`config.mk`:
```
export PLATFORM = sky130hd
export DESIGN_NAME = pcs_loopback_err_inject
export DESIGN_NICKNAME = d
export VERILOG_FILES = /design/src/rtl/pcs_loopback_err_inject.sv
export SDC_FILE = /design/constraint.sdc
export NUM_CORES = 1
export LEC_CHECK = 0
export BUFFER_PORTS_ARGS = -buffer_cell sky130_fd_sc_hd__buf_2
export CORE_MARGIN = 5
export CORE_UTILIZATION = 55
export DETAILED_ROUTE_END_ITERATION = 16
export GPL_TIMING_DRIVEN = 0
export PLACE_DENSITY = 0.77
export SLEW_MARGIN = 15
export SYNTH_ARGS = -nofsm -noshare
export SYNTH_HDL_FRONTEND = slang
export SYNTH_SLANG_ARGS = --single-unit
```
`constraint.sdc`:
```
create_clock -name clk -period 2.7 [get_ports clk]
set_input_delay 0 -clock clk [delete_from_list [all_inputs] [get_ports clk]]
set_output_delay 0 -clock clk [all_outputs]
set_load 0.02 [all_outputs]
```
`src/rtl/pcs_loopback_err_inject.sv`:
```
// SERDES-side loopback: a fixed-latency block/header delay line with a run-based
// sync-header corruption engine for exercising the PCS RX block-lock logic.
module pcs_loopback_err_inject #(
  parameter int DATA_WIDTH = 64,
  parameter int HDR_WIDTH  = 2,
  parameter int DELAY      = 6
) (
  input  logic                  clk,
  input  logic                  rst,
  input  logic [DATA_WIDTH-1:0] in_data,
  input  logic [HDR_WIDTH-1:0]  in_hdr,
  output logic [DATA_WIDTH-1:0] out_data,
  output logic [HDR_WIDTH-1:0]  out_hdr,
  input  logic                  cfg_start,
  input  logic [15:0]           cfg_offset,
  input  logic [7:0]            cfg_period,
  input  logic [7:0]            cfg_count,
  input  logic                  cfg_hdr_mode,
  output logic                  busy,
  output logic                  done,
  output logic                  inject_active,
  output logic [15:0]           inject_count
);

  typedef enum logic [2:0] {IDLE, OFFSET, INJECT, GAP, DONE} state_t;

  localparam logic [HDR_WIDTH-1:0] HDR_RST = HDR_WIDTH'(2'b10);

  state_t                state, state_nxt;
  logic [DATA_WIDTH-1:0] pipe_data [DELAY];
  logic [HDR_WIDTH-1:0]  pipe_hdr  [DELAY];
  logic [15:0]           timer, timer_nxt;
  logic [7:0]            remain, remain_nxt;
  logic [7:0]            period_q;
  logic                  mode_q;

  always_ff @(posedge clk) begin
    if (rst) begin
      for (int i = 0; i < DELAY; i++) begin
        pipe_data[i] <= '0;
        pipe_hdr[i]  <= HDR_RST;
      end
    end else begin
      pipe_data[0] <= in_data;
      pipe_hdr[0]  <= in_hdr;
      for (int i = 1; i < DELAY; i++) begin
        pipe_data[i] <= pipe_data[i-1];
        pipe_hdr[i]  <= pipe_hdr[i-1];
      end
    end
  end

  always_ff @(posedge clk) begin
    if (rst) begin
      state        <= IDLE;
      timer        <= '0;
      remain       <= '0;
      period_q     <= '0;
      mode_q       <= 1'b0;
      inject_count <= '0;
    end else begin
      state  <= state_nxt;
      timer  <= timer_nxt;
      remain <= remain_nxt;
      // Run parameters are captured once so mid-run cfg_* changes are harmless.
      if (state == IDLE && cfg_start) begin
        period_q <= cfg_period;
        mode_q   <= cfg_hdr_mode;
      end
      if (state == INJECT && inject_count != 16'hFFFF)
        inject_count <= inject_count + 16'd1;
    end
  end

  // timer counts down the OFFSET/GAP dwell; leaving at 1 gives exactly N cycles.
  always_comb begin
    state_nxt  = state;
    timer_nxt  = timer;
    remain_nxt = remain;
    case (state)
      IDLE: if (cfg_start) begin
        remain_nxt = cfg_count;
        timer_nxt  = cfg_offset;
        if (cfg_count == 8'd0)        state_nxt = DONE;
        else if (cfg_offset != 16'd0) state_nxt = OFFSET;
        else                          state_nxt = INJECT;
      end
      OFFSET, GAP: begin
        if (timer == 16'd1) state_nxt = INJECT;
        else                timer_nxt = timer - 16'd1;
      end
      INJECT: begin
        remain_nxt = remain - 8'd1;
        if (remain == 8'd1) state_nxt = DONE;
        else if (period_q != 8'd0) begin
          state_nxt = GAP;
          timer_nxt = {8'd0, period_q};
        end
      end
      DONE:    state_nxt = IDLE;
      default: state_nxt = IDLE;
    endcase
  end

  assign busy          = !rst && (state == OFFSET || state == INJECT || state == GAP);
  assign done          = !rst && (state == DONE);
  assign inject_active = !rst && (state == INJECT);
  assign out_data      = pipe_data[DELAY-1];
  assign out_hdr       = inject_active ? (mode_q ? '1 : '0) : pipe_hdr[DELAY-1];

endmodule
```
Word-level counts from Yosys, hierarchy flattened
Memory sizes are Yosys's and may differ from the RTL's.
Cells that the tools add are included.
{ "word_totals": {"reg_bits": 52, "ramBits": 396, "in_bits": 102, "output_inout_bits": 85, "n_memories": 2} }
{ "mem_list": {"columns": ["memory", "depth", "word_bits", "rd", "rd_ports_with_merged_regs", "write_ports", "line", "source"], "rows": [
  ["pipe_data", 6, 64, 6, 0, 6, "30", "logic [DATA_WIDTH-1:0] pipe_data [DELAY];"],
  ["pipe_hdr", 6, 2, 6, 0, 6, "31", "logic [HDR_WIDTH-1:0] pipe_hdr [DELAY];"]
]} }
{ "op_classes": {"n_addsub": 3, "n_eq_ne": 13, "mux": 31, "bitwise": 12, "reduce_logical": 18} }
{ "op_table": {"columns": ["operator", "n"], "rows": [
  ["$mux 64", 6],
  ["$mux 16", 4],
  ["$pmux 16 s3", 1],
  ["$mux 2", 9],
  ["$add 16x1->16 const B", 1],
  ["$eq 16x1->1 const B", 1],
  ["$ne 16x16->1 const B", 1],
  ["$pmux 8 s2", 1],
  ["$reduce_bool 16->1", 1],
  ["$sub 16x1->16 const B", 1],
  ["$mux 3", 5],
  ["$or 1x1->1", 12],
  ["$ne 2x2->1 const B", 5],
  ["$pmux 3 s3", 1],
  ["$eq 8x1->1 const B", 1],
  ["$logic_not 8->1", 1],
  ["$mux 8", 1],
  ["$reduce_bool 8->1", 1],
  ["$sub 8x1->8 const B", 1],
  ["$eq 3x2->1 const B", 2],
  ["$logic_and 1x1->1", 5],
  ["$reduce_and 5->1", 1],
  ["$eq 3x1->1 const B", 1],
  ["$eq 3x3->1 const B", 1],
  ["10 further kinds", 13]
]} }

Longest topological paths before layout
Gate-level depths: netlist (run 1).
{ "depth": {"depth_word": 5, "mapped_depth": 8} }

Least setup slack after synthesis (run 1)
Ideal clock, no wire load.
{ "synth_path": {"path_type": "register -> register", "start": "reg timer[0]", "end": "reg timer[12]", "setup_time_ns": 0.131, "t_arrival_ns": 1.819, "required_time_ns": 2.569, "path_slack_ns": 0.750, "stages_incl_launch_ff": 8, "path_buffers": 0, "period_less_slack_ns": 1.950, "path_cell_list": "dfxtp_1 inv_1 ha_1 or4b_2 o311ai_0 nand3_1 nor4_1 nor3_1"} }
{ "synth_via": {"elab_chain_cells": 3, "elab_cells_between_ends": 6, "classes_between": "add/sub (1); eq/ne (2); mux (2); reduce/logical (1)"} }
{ "synth_rtl": {"columns": ["element", "line", "source"], "rows": [
  ["start: declaration", "32", "logic [15:0] timer, timer_nxt;"],
  ["start signal: assignment", "63", "timer <= timer_nxt;"],
  ["$sub 16x1->16 or $eq 16x1->1 (tied branches)", "90, 89", null],
  ["$mux 16 or $ne 2x2->1 (tied branches)", null, null],
  ["$pmux 16 s3 or $reduce_and 5->1 (tied branches)", null, null]
]} }
Parallel ways exist; a longest one is shown, timed or not. The select of a mux whose other input is x is not followed.
A chain may end at the register's enable or synchronous reset.

Worst setup path in the final report (run 1)
{ "layout_path": {"start": "reg state[2]", "end": "reg remain[3]"} }
{ "layout_via": {"elab_chain_cells": 3, "elab_cells_between_ends": 6, "classes_between": "eq/ne (2); mux (1); reduce/logical (3)"} }
{ "layout_rtl": {"columns": ["element", "line", "source"], "rows": [
  ["start: declaration", "29", "state_t state, state_nxt;"],
  ["start signal: assignment", "62", "state <= state_nxt;"],
  ["$eq 3x2->1 or $logic_not 3->1 (tied branches)", "80", "case (state)"],
  ["$reduce_bool 2->1 (no source line) or $ne 2x2->1 (tied branches)", null, null],
  ["$reduce_and 2->1 (no source line)", null, null],
  ["end signal: assignment", "64", "remain <= remain_nxt;"],
  ["end: declaration", "33", "logic [7:0] remain, remain_nxt;"]
]} }
Parallel ways exist; a longest one is shown, timed or not.

==> metrics.md, run 1 <==
| Metric | Value |
|---|---|
| DP Wirelength | `approximately 19000 um` |
| Critical path arrival | `2980 ps` |
| Synth unique cells | `60` |
| Post-DP Area | `0.0151 mm^2` |
| Synth cell count leaders | `dfxtp_1 (448), nor2b_1 (396), clkbuf_1 (62)` |
| Layout net count | `1681` |
| Syn_nets | `1355` |
| Leakage Power | `between 7 and 8 nW` |
| Worst min path class | `in2reg` |
| RSZ-0062 raised after global routing | `no` |
| Max-slew headroom | `between 30% and 40%` |
| Count of pins over their slew limit | `0` |
| Status | `complete, no violations` |
| Setup crit end kind | `flip-flop` |
| First-pass GRT wire length | `45800 um` |
| Std cell rows | `between 50 and 60` |
| Setup_tns | `0 ps` |
| DRC | `0` |
| Routed length per placed instance | `14.8 um` |
| Synth Register Bits | `448` |
| CP max FO | `10` |
| Tcrit/Tclk final | `94.7%` |
| Maximum clock path buffer count | `3` |
| Cell taking the most area after synthesis | `dfxtp_1` |
| Die W | `168 um` |
| Ys async rst share | `0%` |
| Worst Tran Pin Value | `approximately 900 ps` |
| Synthesized area | `between 0.01 and 0.015 mm^2` |
| Clk_skew | `26.3 ps` |
| Reg clk slew, reported paths | `60 ps` |
| Layout cells sized above 1 | `17.6%` |
| Dpl ws | `324 ps` |
| Cell with the most instances after synthesis | `dfxtp_1` |
| Yosys warns | `0` |
| Chip Height | `168 um` |
| Pre-Repair DR Iteration Count | `5` |
| Num CTS Buffers | `42` |
| Worst VDD drop | `0.000591 V` |
| Most common flop cell mapped by yosys | `dfxtp_1` |
| CTS H-tree lvls | `2` |
| Starting density of the core | `55.4%` |
| Area delta synth->final | `26.7%` |
| Max cap viols | `0` |
| Post-synth EDFFs | `0` |
| Final setup vio count | `0` |
| DIE AREA | `0.0283 mm^2` |
| DR iter-0 viols | `between 400 and 500` |
| Design area | `~0.017 mm^2` |
| Worst skew pair latency | `around 540 ps` |
| DRT antenna net count | `0` |
| Peak Freq | `391 MHz` |
| Worst Path Required | `3120 ps` |
| Number of global-route vias before repair | `9127` |
| # IOs | `187` |
| Fin crit period | `2560 ps` |
| Critical path class | `reg2reg` |
| Tot GR Track Use | `roughly 20%` |
| Sink Count | `448` |
| Initial antenna violation count | `4` |
| Worst setup SP type | `flip-flop` |
| Largest net degree at the start of global routing | `16` |
| CORE AREA | `roughly 0.025 mm^2` |
| Sequential fraction of the synthesis area | `65.1%` |
| Gate Count Post-Synth | `~1200` |
| Synth Area per Inst | `11.0 um^2` |
| Vias per Instance | `4.81` |
| Root buf cell | `clkbuf_16` |
| CTS tree | `built` |
| Via count | `9309` |
| Setup WS post-layout | `144 ps` |
| Port Buf Inserts | `185` |
| Post-synth top area share | `65.1%` |
| Post-Route WL | `28500 um` |
| PD cells | `between 800 and 900 mW/mm^2` |
| Final hold vios | `0` |
| Grt total ovfl | `0` |
| GPL Wtd Cong | `0.961` |
| Top post-synthesis cells by area | `dfxtp_1 (65%), nor2b_1 (18%), clkbuf_1 (1.7%), nor2_1 (1.2%), nand2_1 (1.1%)` |
-- layout by cell type (no fill, tap or decap), types with 5 or more instances in the layout --
master and instances:
a211oi_1 5, a21oi_1 31, a31oi_1 7, and3_1 7
buf_2 189, clkbuf_1 68, clkbuf_16 42, clkbuf_8 9
clkinv_2 5, dfxtp_1 448, diode_2 5, dlygate4sd3_1 97
ha_1 5, inv_1 13, nand2_1 42, nand3_1 10
nand4_1 11, nor2_1 43, nor2b_1 396, nor3_1 14
nor4_1 16, o211ai_1 8, o21ai_0 12, o22ai_1 6
or2_2 8, or4_1 7, xnor2_1 6, xor2_1 11
-- power by group --
part,internal (mW),switching (mW)
clock,3.31,2.35
sequential,6.97,0.287
combinational,1.05,1.51
total,11.3,4.15
-- critical path, cell delays in order (launching register included) --
cell and delay, ps:
dfxtp_1 290, clkbuf_1 220, nor3b_2 470, clkbuf_1 520
nand2_1 90, o211ai_1 180, a21oi_1 80, dlygate4sd3_1 580
-- final cells by class --
cell class | count | area (um^2)
Timing Repair Buffer | 282 | 1900
Tap cell | 330 | 413
Buffer | 70 | 283
Fill cell | 1767 | 7430
Clock inverter | 13 | 165
Sequential cell | 448 | 8970
Multi-Input combinational cell | 717 | 4480
Inverter | 13 | 48.8
Clock buffer | 57 | 1200
Antenna cell | 5 | 12.5
-- state kept, by name, summed over array words and instances, names as in the netlist --
| name | flops |
|---|---|
| timer | 16 |
| state | 3 |
| mode_q | 1 |
| inject_count | 16 |
| pipe_hdr | 12 |
| period_q | 8 |
| pipe_data | 384 |
| remain | 8 |
-- per-layer routing --
metal  vias up  GRT usage, %  wire length (um)
met3        73          3.62              1510
met4         0          8.65              1140
met2       270          34.9             14200
met5         -             0                 0
li1       4716             -                 -
met1      4250          24.4             11700
-- path summary, 6_finish.rpt --
kind                            cells after the start  slack (ps)        endpoint            from
worst min register to register                      1         410  pipe_hdr[4][1]  pipe_hdr[3][1]
worst min-delay path                                5          20        timer[3]   cfg_offset[3]
worst max register to register                      7         140       remain[3]        state[2]
worst max-delay path                                7         140       remain[3]        state[2]
-- repair_timing --
action,4_1_cts,5_1_grt
setup endpoints to repair,0,0
buffers inserted,0,0
gates resized for setup,0,0
hold buffers,97,0
hold endpoints to repair,95,0
-- cells by family (layout without fill, tap and decap cells) --
group           after synthesis  in the layout  share of synthesized area [%]
compound gates              106            106                           5.18
fa+ha+maj                     5              5                          0.454
other cells                   0              5                              0
xor+xnor                     17             17                           1.08
simple gates                585            585                           25.5
mux                           4              4                          0.309
flops                       448            448                           65.1
buf+inv                      83            435                           2.41
-- metrics by stage --
stage	instances	total power, mW	hold slack [ps]	util, %
final	1935	15.5	19.0	70.2
after global routing	1934	16.2	32.9	70.1
after CTS	1930	15.6	7.37	70.1
after detailed placement	1763	9.78	201	60.7
after global placement	1763	9.77	202	60.7
after floorplan	1248	9.07	104	-
Power figures use the tool's default switching activity.
==> run 2, diff against run 1 <==
Clock period 2.7 ns to 3 ns, I/O delays scaled along.
==> metrics.md, run 2 (same netlist as run 1, synthesis figures left out) <==
| Metric | Value |
|---|---|
| Status | `complete, no violations` |
| Critical path class | `reg2reg` |
| Tot GR Track Use | `20.1% (+0.045 points)` |
| CORE AREA | `0.0249 mm^2 (unchanged)` |
| Worst Reg2Reg Path Length in Cells | `7 (unchanged)` |
| Number of global-route vias before repair | `9143 (+0.18%)` |
| Final hold vios | `0 (unchanged)` |
| Die W | `168 um (unchanged)` |
| DRC | `0 (unchanged)` |
| Port Buf Inserts | `185 (unchanged)` |
| RSZ-0062 raised after global routing | `no` |
| Hold_sp | `cfg_offset[3]` |
| # IOs | `187 (unchanged)` |
| Leakage Power | `7.29 nW (about the same)` |
| Most frequent cells in the layout | `dfxtp_1 (448), nor2b_1 (396), buf_2 (189)` |
| Design area | `0.0175 mm^2 (about the same)` |
| Via count | `9306 (-0.032%)` |
| Max-slew headroom | `36.0% (-3.3 points)` |
| Setup crit end kind | `flip-flop` |
| Initial antenna violation count | `4 (unchanged)` |
| Tcrit/Tclk final | `89.3% (-5.3 points)` |
| Sw Share | `26.8% (+0.028 points)` |
| Biggest register | `pipe_data` |
| First-pass GRT wire length | `45900 um (+0.24%)` |
| Setup_tns | `0 ps (unchanged)` |
| Seq pwr share | `46.8% (about the same)` |
| Clk_skew | `25.6 ps (-0.637 ps)` |
| DP Wirelength | `19000 um (unchanged)` |
| Chip Height | `168 um (unchanged)` |
| Hold Crit Depth | `5 (unchanged)` |
| Worst VDD drop | `0.000532 V (-10%)` |
| Clock power frac | `36.5% (about the same)` |
| RR Startpoint | `state[2]` |
| PD cells | `799 mW/mm^2 (-9.9%)` |
| CP max FO | `10 (unchanged)` |
| Grt total ovfl | `0 (unchanged)` |
| Post-Route WL | `28600 um (+0.18%)` |
| Worst Path Required | `3420 ps (+300 ps)` |
| Routed length per placed instance | `14.8 um (+0.18%)` |
| Pre-Repair DR Iteration Count | `5 (unchanged)` |
| # Post-CTS Setup Buffers | `0 (unchanged)` |
| Layout net count | `1681 (unchanged)` |
| Worst min path class | `in2reg` |
| Num CTS Buffers | `42 (unchanged)` |
| Commonest non-fill, non-tap cell in the layout | `dfxtp_1` |
| FF-to-FF End | `remain[4]` |
| Area delta synth->final | `26.8% (about the same)` |
| DRT antenna net count | `0 (unchanged)` |
| Critical path arrival | `3100 ps (+120 ps)` |
| FF-to-FF setup slack | `320 ps (+180 ps)` |
| Final setup vio count | `0 (unchanged)` |
| Reg clk slew, reported paths | `60 ps (about the same)` |
| Min-Delay Endpoint | `timer[3]` |
| CTS H-tree lvls | `2 (unchanged)` |
| Post-DP Area | `0.0151 mm^2 (unchanged)` |
| Worst setup SP type | `flip-flop` |
| Worst skew pair latency | `540 ps (about the same)` |
| Biggest regs | `pipe_data x384, inject_count x16, timer x16` |
| Maximum clock path buffer count | `3 (unchanged)` |
| Largest net degree at the start of global routing | `16 (unchanged)` |
| Root buf cell | `clkbuf_16` |
| Sink Count | `448 (unchanged)` |
| CTS tree | `built` |
| Vias per Instance | `4.81 (about the same)` |
| Fin crit period | `2680 ps (+124 ps)` |
| GPL Wtd Cong | `0.961 (unchanged)` |
| Sw power | `3.74 mW (-9.8%)` |
| Worst Tran Pin Value | `952 ps (+49.4 ps)` |
| Peak Freq | `373 MHz (-4.6%)` |
| DIE AREA | `0.0283 mm^2 (unchanged)` |
| Comb pwr share | `16.6% (about the same)` |
| Starting density of the core | `55.4% (unchanged)` |
| Max cap viols | `0 (unchanged)` |
| Std cell rows | `58 (unchanged)` |
| DR iter-0 viols | `492 (+15%)` |
| Int Power | `10.2 mW (-9.9%)` |
| Count of pins over their slew limit | `0 (unchanged)` |
| Layout cells sized above 1 | `17.6% (+0.062 points)` |
| Max reg flops | `384 (unchanged)` |
[run 2: changes by cell type in the layout (fill, tap and decap cells not counted)]
cell      change
clkbuf_1      -1
clkbuf_2      +1
[run 2: area by class of cell]
cell class	count	area [um^2]
Buffer	70	284
Clock inverter	13	165
Antenna cell	5	12.5
Timing Repair Buffer	282	1900
Tap cell	330	413
Fill cell	1766	7430
Multi-Input combinational cell	717	4480
Sequential cell	448	8970
Inverter	13	48.8
Clock buffer	57	1200
[run 2: power by group through the flow]
stage	Sequential, mW	Clock (mW)	Combinational [mW]
floorplan	6.60	0	1.56
global placement	6.65	0	2.15
detailed placement	6.65	0	2.15
CTS	6.52	5.21	2.28
global route	6.57	5.47	2.53
finish	6.53	5.10	2.32
[run 2: worst max path at each step]
| stage | start | slack, ps | end |
|---|---|---|---|
| after floorplan | timer[0] | 1050 | timer[12] |
| after global placement | remain[1] | 670 | timer[0] |
| after detailed placement | state[2] | 620 | timer[0] |
| after CTS | state[2] | 260 | remain[4] |
| after global routing | state[1] | 190 | remain[4] |
| final | state[2] | 320 | remain[4] |
[run 2: routing by layer]
metal / vias to the layer above / track usage, % / wire (um)
li1: 4712 / - / -
met1: 4244 / 24.4 / 11700
met2: 273 / 35.2 / 14200
met3: 77 / 3.59 / 1560
met4: 0 / 8.50 / 1210
met5: - / 0 / 0
[run 2: critical path, cell delays in order (launching register included)]
cell and delay (ps):
dfxtp_1 290, clkbuf_1 220, nor3b_2 470, clkbuf_2 360
nand2_1 150, o311ai_0 370, a21oi_1 130, dlygate4sd3_1 580
[run 2: what timing repair did]
action,CTS,global route
resized for setup,0,2
hold endpoints to repair,95,0
hold buffers,97,0
setup endpoints to repair,0,1
[run 2: through the flow]
step / instances / total power [mW] / utilization (%) / setup slack, ps / hold WS [ps]
2_1_floorplan: 1248 / 8.16 / - / 1050 / 104
3_3_place_gp: 1763 / 8.79 / 60.7 / 670 / 202
3_5_place_dp: 1763 / 8.80 / 60.7 / 624 / 201
4_1_cts: 1930 / 14.0 / 70.1 / 257 / 7.37
5_1_grt: 1934 / 14.6 / 70.2 / 190 / 32.9
6_report: 1935 / 14.0 / 70.2 / 320 / 22.4
==> run 3, diff against run 2 <==
Settings changed: ABC_AREA from default to 1, PLACE_DENSITY 0.77 to 0.76.
==> metrics.md, run 3 <==
| Metric | Value |
|---|---|
| Status | `finished, violations left` |
| Failing checks | `hold timing` |
| FF-to-FF setup slack | `1140 ps (+820 ps)` |
| Layout cells sized above 1 | `13.4% (-4.2 points)` |
| Max reg flops | `384 (unchanged)` |
| Synth unique cells | `32 (-47%)` |
| DIE AREA | `0.0296 mm^2 (+4.5%)` |
| Most frequent cells in the layout | `nor2_1 (499), dfxtp_1 (448), inv_1 (445)` |
| CTS tree | `built` |
| Hold Crit Depth | `9 (+4)` |
| Gate Count Post-Synth | `1799 (+44%)` |
| Synth cell count leaders | `nor2_1 (499), dfxtp_1 (448), inv_1 (445)` |
| Port Buf Inserts | `185 (unchanged)` |
| FF-to-FF End | `remain[4]` |
| Setup WS post-layout | `786 ps (+467 ps)` |
| Hold slack | `-0.803 ps (-23.2 ps)` |
| Cell taking the most area after synthesis | `dfxtp_1` |
| CTS H-tree lvls | `2 (unchanged)` |
| Number of global-route vias before repair | `10200 (+11%)` |
| Commonest non-fill, non-tap cell in the layout | `nor2_1` |
| Clock power frac | `37.3% (+0.8 points)` |
| Post-synth top area share | `62.1% (-3.0 points)` |
| PD cells | `774 mW/mm^2 (-3.1%)` |
| Count of pins over their slew limit | `0 (unchanged)` |
| Worst Tran Pin Value | `651 ps (-301 ps)` |
| Die W | `172 um (+2.2%)` |
| Worst VDD drop | `0.000540 V (+1.4%)` |
| Post-Route WL | `28700 um (+0.19%)` |
| Sw Share | `27.3% (+0.54 points)` |
| Setup crit end kind | `output port` |
| Pre-Repair DR Iteration Count | `5 (unchanged)` |
| Sink Count | `448 (unchanged)` |
| Seq pwr share | `46.1% (-0.7 points)` |
| Final hold vios | `1 (+1)` |
| Routed length per placed instance | `11.5 um (-22%)` |
| Setup_tns | `0 ps (unchanged)` |
| Maximum clock path buffer count | `3 (unchanged)` |
| Yosys warns | `0 (unchanged)` |
| Min-Delay Endpoint | `timer[6]` |
| Syn_nets | `1906 (+41%)` |
| Dpl ws | `1050 ps (+422 ps)` |
| Ys async rst share | `0% (unchanged)` |
| DP Wirelength | `18600 um (-1.9%)` |
| Final setup vio count | `0 (unchanged)` |
| GPL Wtd Cong | `0.873 (-9.1%)` |
| DRC | `0 (unchanged)` |
| RSZ-0062 raised after global routing | `no` |
| Vias per Instance | `4.28 (-11%)` |
| Chip Height | `172 um (+2.2%)` |
| Top post-synthesis cells by area | `dfxtp_1 (62%), nor2_1 (13%), inv_1 (12%), nand2_1 (4.8%), nand3_1 (1.9%)` |
| DRT antenna net count | `0 (unchanged)` |
| Via count | `10700 (+15%)` |
| Critical path arrival | `2210 ps (-890 ps)` |
| Clk_skew | `12.0 ps (-13.7 ps)` |
| CORE AREA | `0.0260 mm^2 (+4.4%)` |
| Tot GR Track Use | `19.4% (-0.66 points)` |
| Post-route core utilization | `70.0% (-0.17 points)` |
| Cts repair resizes | `0 (unchanged)` |
| Fill cells | `1987 (+13%)` |
| Cell with the most instances after synthesis | `nor2_1` |
| Max cap viols | `0 (unchanged)` |
| Biggest register | `pipe_data` |
| RR Startpoint | `state[0]` |
| CP cell instances | `nor3_4, inv_2, clkbuf_1, nor2_1, nand2_1, nand2_1, buf_2` |
| Int Power | `10.2 mW (+0.17%)` |
| Tcrit/Tclk final | `73.8% (-16 points)` |
| Peak Freq | `452 MHz (+21%)` |
| Initial antenna violation count | `2 (-2)` |
| Max-slew headroom | `56.6% (+21 points)` |
| Worst Path Required | `3000 ps (-420 ps)` |
| Most common flop cell mapped by yosys | `dfxtp_1` |
| Cell repeated most along the worst path | `nand2_1` |
| Std cell rows | `59 (+1.7%)` |
| Post-DP Area | `0.0158 mm^2 (+4.4%)` |
| Worst setup SP type | `flip-flop` |
| Biggest regs | `pipe_data x384, inject_count x16, timer x16` |
| Largest stage delay on the critical path | `410 ps (-170 ps)` |
| DR iter-0 viols | `622 (+26%)` |
| Synth Register Bits | `448 (unchanged)` |
| Comb pwr share | `16.6% (about the same)` |
| Synthesized area | `0.0144 mm^2 (+4.7%)` |
| Slowest cell on crit path | `dfxtp_1` |
| Critical path class | `reg2out` |
| Worst min path class | `in2reg` |
| Grt total ovfl | `0 (unchanged)` |
| First-pass GRT wire length | `46900 um (+2.1%)` |
| Reg clk slew, reported paths | `60 ps (about the same)` |
| Root buf cell | `clkbuf_16` |
| Worst skew pair latency | `530 ps (about the same)` |
| # IOs | `187 (unchanged)` |
| Leakage Power | `8.40 nW (+15%)` |
| Starting density of the core | `55.5% (+0.19 points)` |
| CP max FO | `10 (unchanged)` |
| Synth Area per Inst | `8.02 um^2 (-27%)` |
| Sw power | `3.85 mW (+2.9%)` |
| Area of the multi-input gates | `0.00349 mm^2 (-22%)` |
| Fin crit period | `2210 ps (-467 ps)` |
| Worst Reg2Reg Path Length in Cells | `8 (+1)` |
| Sequential fraction of the synthesis area | `62.1% (-3.0 points)` |
| Hold_sp | `cfg_offset[6]` |
| Layout net count | `2235 (+33%)` |
| Area delta synth->final | `26.0%` |
| Largest net degree at the start of global routing | `16 (unchanged)` |
| Design area | `0.0182 mm^2 (+4.1%)` |
| Num CTS Buffers | `42 (unchanged)` |
| Post-synth EDFFs | `0 (unchanged)` |
| Seq. cell area | `0.00897 mm^2 (unchanged)` |
run 3: cell types whose count changed after synthesis, moves of 9 or more:
cell / before / now
clkbuf_1: 62 / 50
inv_1: 13 / 445
nand2_1: 42 / 184
nand3_1: 10 / 56
nor2_1: 43 / 499
nor2b_1: 396 / 0
nor3_1: 14 / 3
nor4_1: 16 / 0
xor2_1: 11 / 2
run 3: metal layers:
metal / routed length, um / share of wire [%] / track usage [%]
met3: 1770 / 6.2 / 3.09
met5: 0 / 0 / 0
met1: 12400 / 43 / 24.3
met4: 926 / 3.2 / 6.94
met2: 13600 / 47 / 34.1
run 3: cells by family after synthesis:
| logic type | count (synthesis) | synth area share, % |
|---|---|---|
| compound gates | 60 | 2.21 |
| xor+xnor | 6 | 0.364 |
| fa+ha+maj | 5 | 0.433 |
| buf+inv | 511 | 13.7 |
| flops | 448 | 62.1 |
| simple gates | 769 | 21.2 |
run 3: worst max-delay path by stage:
| stage | start | slack (ps) | to |
|---|---|---|---|
| after global placement | rst | 1010 | pipe_data[0][62] |
| after global routing | state[2] | 640 | out_hdr[0] |
| after CTS | state[2] | 770 | out_hdr[0] |
| after floorplan | inject_count[1] | 1350 | inject_count[11] |
| final | state[2] | 790 | out_hdr[0] |
| after detailed placement | rst | 1050 | pipe_data[0][62] |
run 3: power by group through the flow:
| stage | Sequential (mW) | Combinational, mW | Clock [mW] |
|---|---|---|---|
| detailed placement | 6.61 | 2.19 | 0 |
| finish | 6.49 | 2.34 | 5.25 |
| global route | 6.52 | 2.67 | 5.61 |
| global placement | 6.60 | 2.14 | 0 |
| CTS | 6.48 | 2.31 | 5.35 |
| floorplan | 6.57 | 1.66 | 0 |
run 3: repair_timing:
action / CTS / global route
setup buffers: 0 / 0
hold endpoints to repair: 100 / 0
hold buffers: 100 / 0
run 3: cell type report:
cell class              instances  share of cell area, %
clock inverters                19                   1.02
flip-flops and latches        448                   49.3
multi-input cells             840                   19.2
diodes                          2                 0.0275
repair buffers                285                   10.6
inverters                     449                   9.27
well taps                     335                   2.30
plain buffers                  62                   1.58
clock buffers                  57                   6.70
run 3: critical path: cells and delay by family, from the launching register on:
family                 cells  cell delay (ps)
buffers and inverters      3              540
DFF                        1              410
and+or+nand+nor            4              740
run 3: through the flow:
| step | total power [mW] | cells |
|---|---|---|
| 2_1_floorplan | 8.24 | 1799 |
| 3_3_place_gp | 8.75 | 2319 |
| 3_5_place_dp | 8.80 | 2319 |
| 4_1_cts | 14.1 | 2495 |
| 5_1_grt | 14.8 | 2497 |
| 6_report | 14.1 | 2497 |
